[src/rtl/writeback_unit.sv]
// Writeback stage: retires ALU results, runs one outstanding load/store against
// a request/acknowledge memory port, and writes extracted load data back.
module writeback_unit (
    input  logic        clk,
    input  logic        nRST,
    input  logic        valid_in,
    input  logic        is_load,
    input  logic        is_store,
    input  logic [2:0]  funct3,
    input  logic [4:0]  rd_index,
    input  logic [31:0] alu_result,
    input  logic [31:0] store_data,
    input  logic        mem_ready,
    input  logic [31:0] mem_rdata,
    output logic        ready_in,
    output logic        mem_ren,
    output logic        mem_wen,
    output logic [31:0] mem_addr,
    output logic [31:0] mem_wdata,
    output logic [3:0]  mem_byte_en,
    output logic        reg_write,
    output logic [4:0]  write_index,
    output logic [31:0] write_data,
    output logic        misalign_err
);

    localparam logic [1:0] IDLE = 2'b00;
    localparam logic [1:0] MEM  = 2'b01;
    localparam logic [1:0] LWB  = 2'b10;

    // Illegal width code, store with an unsigned code, misalignment, or load+store together.
    function automatic logic access_illegal(input logic ld, input logic st,
                                            input logic [2:0] f3, input logic [1:0] off);
        logic bad;
        bad = 1'b0;
        if (ld && st) begin
            bad = 1'b1;
        end else begin
            case (f3)
                3'b000:  bad = 1'b0;
                3'b001:  bad = off[0];
                3'b010:  bad = (off != 2'b00);
                3'b100:  bad = st;
                3'b101:  bad = st | off[0];
                default: bad = 1'b1;
            endcase
        end
        return bad;
    endfunction

    function automatic logic [31:0] load_extract(input logic [2:0] f3, input logic [1:0] off,
                                                 input logic [31:0] rdata);
        logic [7:0]  b;
        logic [15:0] h;
        logic [31:0] res;
        case (off)
            2'd0:    b = rdata[7:0];
            2'd1:    b = rdata[15:8];
            2'd2:    b = rdata[23:16];
            2'd3:    b = rdata[31:24];
            default: b = 8'h00;
        endcase
        h = off[1] ? rdata[31:16] : rdata[15:0];
        case (f3)
            3'b000:  res = {{24{b[7]}}, b};
            3'b001:  res = {{16{h[15]}}, h};
            3'b100:  res = {24'h000000, b};
            3'b101:  res = {16'h0000, h};
            default: res = rdata;
        endcase
        return res;
    endfunction

    function automatic logic [3:0] store_byte_en(input logic [2:0] f3, input logic [1:0] off);
        logic [3:0] be;
        case (f3)
            3'b000:  be = 4'b0001 << off;
            3'b001:  be = 4'b0011 << off;
            default: be = 4'b1111;
        endcase
        return be;
    endfunction

    function automatic logic [31:0] store_wdata(input logic [2:0] f3, input logic [31:0] sd);
        logic [31:0] wd;
        case (f3)
            3'b000:  wd = {4{sd[7:0]}};
            3'b001:  wd = {2{sd[15:0]}};
            default: wd = sd;
        endcase
        return wd;
    endfunction

    logic [1:0]  state_q, state_d;
    logic        load_q, load_d;
    logic [2:0]  funct3_q, funct3_d;
    logic [1:0]  off_q, off_d;
    logic [4:0]  rd_q, rd_d;
    logic [31:0] rdata_q, rdata_d;
    logic        mem_ren_q, mem_ren_d;
    logic        mem_wen_q, mem_wen_d;
    logic [31:0] mem_addr_q, mem_addr_d;
    logic [31:0] mem_wdata_q, mem_wdata_d;
    logic [3:0]  mem_byte_en_q, mem_byte_en_d;
    logic        reg_write_q, reg_write_d;
    logic [4:0]  write_index_q, write_index_d;
    logic [31:0] write_data_q, write_data_d;
    logic        misalign_err_q, misalign_err_d;

    // Next-state and output computation for the IDLE/MEM/LWB sequence.
    always_comb begin
        state_d        = state_q;
        load_d         = load_q;
        funct3_d       = funct3_q;
        off_d          = off_q;
        rd_d           = rd_q;
        rdata_d        = rdata_q;
        mem_ren_d      = mem_ren_q;
        mem_wen_d      = mem_wen_q;
        mem_addr_d     = mem_addr_q;
        mem_wdata_d    = mem_wdata_q;
        mem_byte_en_d  = mem_byte_en_q;
        reg_write_d    = 1'b0;
        write_index_d  = write_index_q;
        write_data_d   = write_data_q;
        misalign_err_d = 1'b0;
        case (state_q)
            IDLE: begin
                if (valid_in && (is_load || is_store)) begin
                    if (access_illegal(is_load, is_store, funct3, alu_result[1:0])) begin
                        misalign_err_d = 1'b1;
                    end else begin
                        state_d       = MEM;
                        load_d        = is_load;
                        funct3_d      = funct3;
                        off_d         = alu_result[1:0];
                        rd_d          = rd_index;
                        mem_addr_d    = {alu_result[31:2], 2'b00};
                        mem_ren_d     = is_load;
                        mem_wen_d     = is_store;
                        mem_wdata_d   = is_store ? store_wdata(funct3, store_data) : 32'h0000_0000;
                        mem_byte_en_d = is_store ? store_byte_en(funct3, alu_result[1:0]) : 4'b0000;
                    end
                end else if (valid_in && (rd_index != 5'd0)) begin
                    reg_write_d   = 1'b1;
                    write_index_d = rd_index;
                    write_data_d  = alu_result;
                end else begin
                    state_d = IDLE;
                end
            end
            MEM: begin
                if (mem_ready) begin
                    mem_ren_d = 1'b0;
                    mem_wen_d = 1'b0;
                    rdata_d   = load_q ? mem_rdata : rdata_q;
                    state_d   = load_q ? LWB : IDLE;
                end else begin
                    state_d = MEM;
                end
            end
            LWB: begin
                state_d = IDLE;
                if (rd_q != 5'd0) begin
                    reg_write_d   = 1'b1;
                    write_index_d = rd_q;
                    write_data_d  = load_extract(funct3_q, off_q, rdata_q);
                end else begin
                    reg_write_d = 1'b0;
                end
            end
            default: begin
                state_d   = IDLE;
                mem_ren_d = 1'b0;
                mem_wen_d = 1'b0;
            end
        endcase
    end

    // State and output registers; reset aborts any outstanding request at once.
    always_ff @(posedge clk or negedge nRST) begin
        if (!nRST) begin
            state_q        <= IDLE;
            load_q         <= 1'b0;
            funct3_q       <= 3'b000;
            off_q          <= 2'b00;
            rd_q           <= 5'd0;
            rdata_q        <= 32'h0000_0000;
            mem_ren_q      <= 1'b0;
            mem_wen_q      <= 1'b0;
            mem_addr_q     <= 32'h0000_0000;
            mem_wdata_q    <= 32'h0000_0000;
            mem_byte_en_q  <= 4'b0000;
            reg_write_q    <= 1'b0;
            write_index_q  <= 5'd0;
            write_data_q   <= 32'h0000_0000;
            misalign_err_q <= 1'b0;
        end else begin
            state_q        <= state_d;
            load_q         <= load_d;
            funct3_q       <= funct3_d;
            off_q          <= off_d;
            rd_q           <= rd_d;
            rdata_q        <= rdata_d;
            mem_ren_q      <= mem_ren_d;
            mem_wen_q      <= mem_wen_d;
            mem_addr_q     <= mem_addr_d;
            mem_wdata_q    <= mem_wdata_d;
            mem_byte_en_q  <= mem_byte_en_d;
            reg_write_q    <= reg_write_d;
            write_index_q  <= write_index_d;
            write_data_q   <= write_data_d;
            misalign_err_q <= misalign_err_d;
        end
    end

    assign ready_in     = (state_q == IDLE);
    assign mem_ren      = mem_ren_q;
    assign mem_wen      = mem_wen_q;
    assign mem_addr     = mem_addr_q;
    assign mem_wdata    = mem_wdata_q;
    assign mem_byte_en  = mem_byte_en_q;
    assign reg_write    = reg_write_q;
    assign write_index  = write_index_q;
    assign write_data   = write_data_q;
    assign misalign_err = misalign_err_q;

endmodule

[config.mk]
export PLATFORM = sky130hd
export DESIGN_NAME = writeback_unit
export DESIGN_NICKNAME = d
export VERILOG_FILES = /design/src/rtl/writeback_unit.sv
export SDC_FILE = /design/constraint.sdc
export NUM_CORES = 1
export LEC_CHECK = 0
export CAP_MARGIN = 20
export CORE_MARGIN = 1.5
export CORE_UTILIZATION = 50
export DETAILED_ROUTE_END_ITERATION = 7
export DONT_BUFFER_PORTS = 1
export GPL_TIMING_DRIVEN = 0
export PLACE_DENSITY = 0.75
export SLEW_MARGIN = 15
export SYNTH_ARGS = -nofsm -noshare
export SYNTH_HDL_FRONTEND = slang
export SYNTH_SLANG_ARGS = --single-unit
[constraint.sdc]
create_clock -name clk -period 2.4 [get_ports clk]
set_input_delay 0.36 -clock clk [delete_from_list [all_inputs] [get_ports clk]]
set_output_delay 0.36 -clock clk [all_outputs]
set_load 0.005 [all_outputs]
==> run_results.csv <==
group,metric,value,unit
setup_path,cp_slowest_cell,"dfrtp_1",
setup_path,r2r_slack,0.14,ns
final_layout,finalNetCount,964,
drt,avgRoutedWirePerCell,19.33,um
floorplanning,coreArea,13770,sq um
run_status,violated_checks,"negative hold slack",
final_layout,final_common_cell,"nand2_1",
cts,cts_tree,"done",
sta,post_route_skew,0.008762,ns
setup_path,rr_worst_depth,6,
grt,via_count_of_the_first_global_routing_pass,5710,
final_layout,fraction_of_layout_cells_with_a_size_suffix_above_1,0.07728,
setup_path,crit_path_max_fanout,10,
final_layout,mostFrequentLayoutCells,"nand2_1 (337), dfrtp_1 (152), nor2_1 (60)",
logic_synthesis,post_synth_instance_area,7014,sq um
drt,post-route-drc-count,0,
cts,clk_pin_slew,0.06,ns
setup_path,critPathKind,"reg2reg",
power,internal_power,5.567,mW
logic_synthesis,syn_area_per_cell,8.410,sq um
logic_synthesis,seq_area_frac_synth,0.5423,
setup_path,path_delay_family,"buffers and inverters",
setup_path,timing.critical_path.arrival,2.53,ns
power,switching_power,2.712,mW
power,power-per-cell-area,1057,nW/um^2
logic_synthesis,number_of_synthesized_register_bits,152,
drt,detailed_routing_iterations_pass_1,5,
power,comb_power_share,0.184,
sta,timing.fmax,442.3,MHz
power,power_frac_seq,0.501,
cts,clock-root-buffer,"clkbuf_16",
placed_design,placement.io_buffers,0,
run,maxCapViolations,0,
grt,grt_overflow_total,0,
placed_design,dpl.cell_count,1015,
grt,grt_start_max_net_pins,153,
setup_path,path_buf_inv,2,
final_layout,final_area,7831,sq um
floorplanning,top_level_ports,220,
sta,fin_tns_setup,0,ns
cts,post-cts-setup-buffer-count,0,
placed_design,detailed_place.area,7243,sq um
floorplanning,floorplan.initialDensity,0.5093,
cts,h-tree-depth,4,
power,netSwitchingFraction,0.3276,
floorplanning,die_area,14750,sq um
final_layout,antenna_cells,0,
worst_hold_path,min-delay-path-class,"in2async",
power,ir_worst_vdd,0.0005874,V
setup_path,worstReg2RegEnd,"write_data[23]$_DFFE_PN0P_",
setup_path,critical_path.reg2reg.startpoint,"state_q[1]$_DFFE_PN0P_",
sta,finalMaxSlewViolations,0,
grt,global_route_wire_length_before_repair,31150,um
power,power.clock.fraction,0.315,
logic_synthesis,synthesis.yosys.warnings,0,
power,cellLeakagePower,3.728,nW
cts,cts_made_buffers,17,
grt,grt_antenna_before_repair,0,
cts,worst_skew_pair.late_latency,0.42,ns
setup_path,cpPeakStageDelay,0.47,ns
floorplanning,row_count,43,
cts,tritoncts_num_sinks,152,
sta,min_period,2.261,ns
sta,layout_worst_path_cycle_share,0.9421,
run_status,outcome,"finished, violations left",
grt,grt.total_usage,0.2767,
sta,worst-slew-pin-transition,0.6088,ns
drt,antenna_violating_nets_post_route,0,
logic_synthesis,synth_cell_types,39,
setup_path,chain_of_cells_forming_the_critical_path,"nor4b_2 -> o21ai_1 -> a21oi_1 -> buf_2 -> buf_1 -> a31oi_1",
drt,dr_total_vias,5961,
floorplanning,die_x,121.4,um
drt,drt_iter0_markers,475,
sta,timing_hold_violations_final,152,
cts,ctsLongestPathBuffers,2,
setup_path,worst_setup_path_start_kind,"register",
setup_path,critPathRequiredTime,2.67,ns
setup_path,critPathCaptureType,"register",
sta,max-slew-margin-rel,0.5933,
sta,grt_setup_unrepaired,"false",
placed_design,gp_congestion,0.8733,
drt,via_per_inst,5.693,
final_layout,area_delta_synth_final,11.65,%
floorplanning,dieHeight,121.4,um
drt,postRouteWirelength,20240,um
sta,worst_hold_slack,-0.3659,ns
logic_synthesis,syn-instance-count,834,
placed_design,post-dp-hpwl,14920,um
final_layout,fin_cells,1047,
sta,report.final.setup_viol,0,
## area by class of cell
cell class | instances | area [sq um]
clock buffer | 22 | 454.2
fill | 1256 | 5942
clock inverter | 10 | 122.6
inverter | 11 | 41.29
tap | 180 | 225.2
sequential | 152 | 3804
multi-input combinational | 611 | 2910
buffer | 61 | 274.0
## per-stage QoR
step / utilization / setup slack (ns) / power [mW] / hold slack (ns)
floorplan: - / 0.5846 / 5.105 / 0.06441
global placement: 0.5259 / 0.07173 / 5.588 / 0.06779
detailed placement: 0.5259 / 0.03873 / 5.670 / 0.06709
CTS: 0.5678 / 0.002642 / 8.266 / -0.3787
global route: 0.5686 / 0.05670 / 8.730 / -0.3847
finish: 0.5686 / 0.1391 / 8.279 / -0.3659
## per-layer routing
metal | global-route usage | wire length, um | vias up
met3 | 0.1095 | 2245 | 38
met1 | 0.3597 | 8375 | 2848
met5 | 0 | 0 | -
met2 | 0.4244 | 9181 | 279
met4 | 0.08824 | 433 | 0
li1 | - | - | 2796
## power by group through the flow
stage	Clock (mW)	Combinational (mW)	Sequential [mW]
4_1_cts	2.62	1.52	4.13
6_report	2.61	1.52	4.15
2_1_floorplan	0	1.25	3.85
3_5_place_dp	0	1.50	4.17
3_3_place_gp	0	1.44	4.15
5_1_grt	2.73	1.77	4.24
## flip-flops by register name, indices dropped and copies added, names as in the netlist
signal        flops
funct3_q          3
load_q            1
mem_addr         30
mem_byte_en       4
mem_ren           1
mem_wdata        32
mem_wen           1
misalign_err      1
off_q             2
rd_q              5
rdata_q          32
reg_write         1
state_q           2
write_data       32
write_index       5
## kinds of logic after synthesis
logic type | Yosys count | share of synthesized area
simple gates | 448 | 0.2540
flops | 152 | 0.5423
buf+inv | 72 | 0.04460
mux | 19 | 0.03104
compound gates | 142 | 0.1275
other cells | 1 | 0.0005346
## worst reg2reg max path, cell delays in order, from the launching register on
cell and delay (ns):
dfrtp_1 0.47, nor4b_2 0.46, o21ai_1 0.12, a21oi_1 0.25
buf_2 0.27, buf_1 0.40, a31oi_1 0.13
## synth_stat cells (all sizes together)
cell type,n,area [sq um]
dfrtp,152,3804
a22oi,8,60.06
nand2b,4,25.02
nand4b,1,8.760
nand2,337,1265
a41oi,5,43.79
o211ai,1,7.510
conb,1,3.750
o22ai,14,87.58
mux2,12,135.1
a21oi,22,110.1
o41ai,1,16.27
mux2i,6,60.06
inv,10,37.54
nor3,1,5.000
buf,25,136.4
or4,3,22.52
clkbuf,36,135.1
nor2,61,229.0
mux4,1,22.52
o221ai,2,17.52
nor4b,1,8.760
or2,2,12.52
a211oi,10,75.07
o31ai,16,120.1
o21bai,1,7.510
a22o,2,17.52
nand3,26,130.1
and3,1,6.260
a221o,1,10.01
o21ai,38,190.2
clkinv,1,3.750
nor2b,11,68.82
a31oi,21,131.4
## timing repair
action	4_1_cts	5_1_grt
resized for setup	0	4
hold endpoints to repair	152	152
endpoints found under the setup margin	0	64
## how the worst max path moves through the flow
stage | to | slack, ns | cells after the start | start
after floorplan | mem_addr[10]$_DFFE_PN0P_ | 0.58 | 9 | alu_result[0]
after global placement | write_index[3]$_DFFE_PN0P_ | 0.07 | 6 | state_q[1]$_DFFE_PN0P_
after detailed placement | write_data[29]$_DFFE_PN0P_ | 0.04 | 6 | state_q[1]$_DFFE_PN0P_
after CTS | write_data[29]$_DFFE_PN0P_ | 0.003 | 6 | state_q[1]$_DFFE_PN0P_
after global routing | write_data[5]$_DFFE_PN0P_ | 0.06 | 6 | state_q[1]$_DFFE_PN0P_
final | write_data[23]$_DFFE_PN0P_ | 0.14 | 6 | state_q[1]$_DFFE_PN0P_
Power figures use the tool's default switching activity.
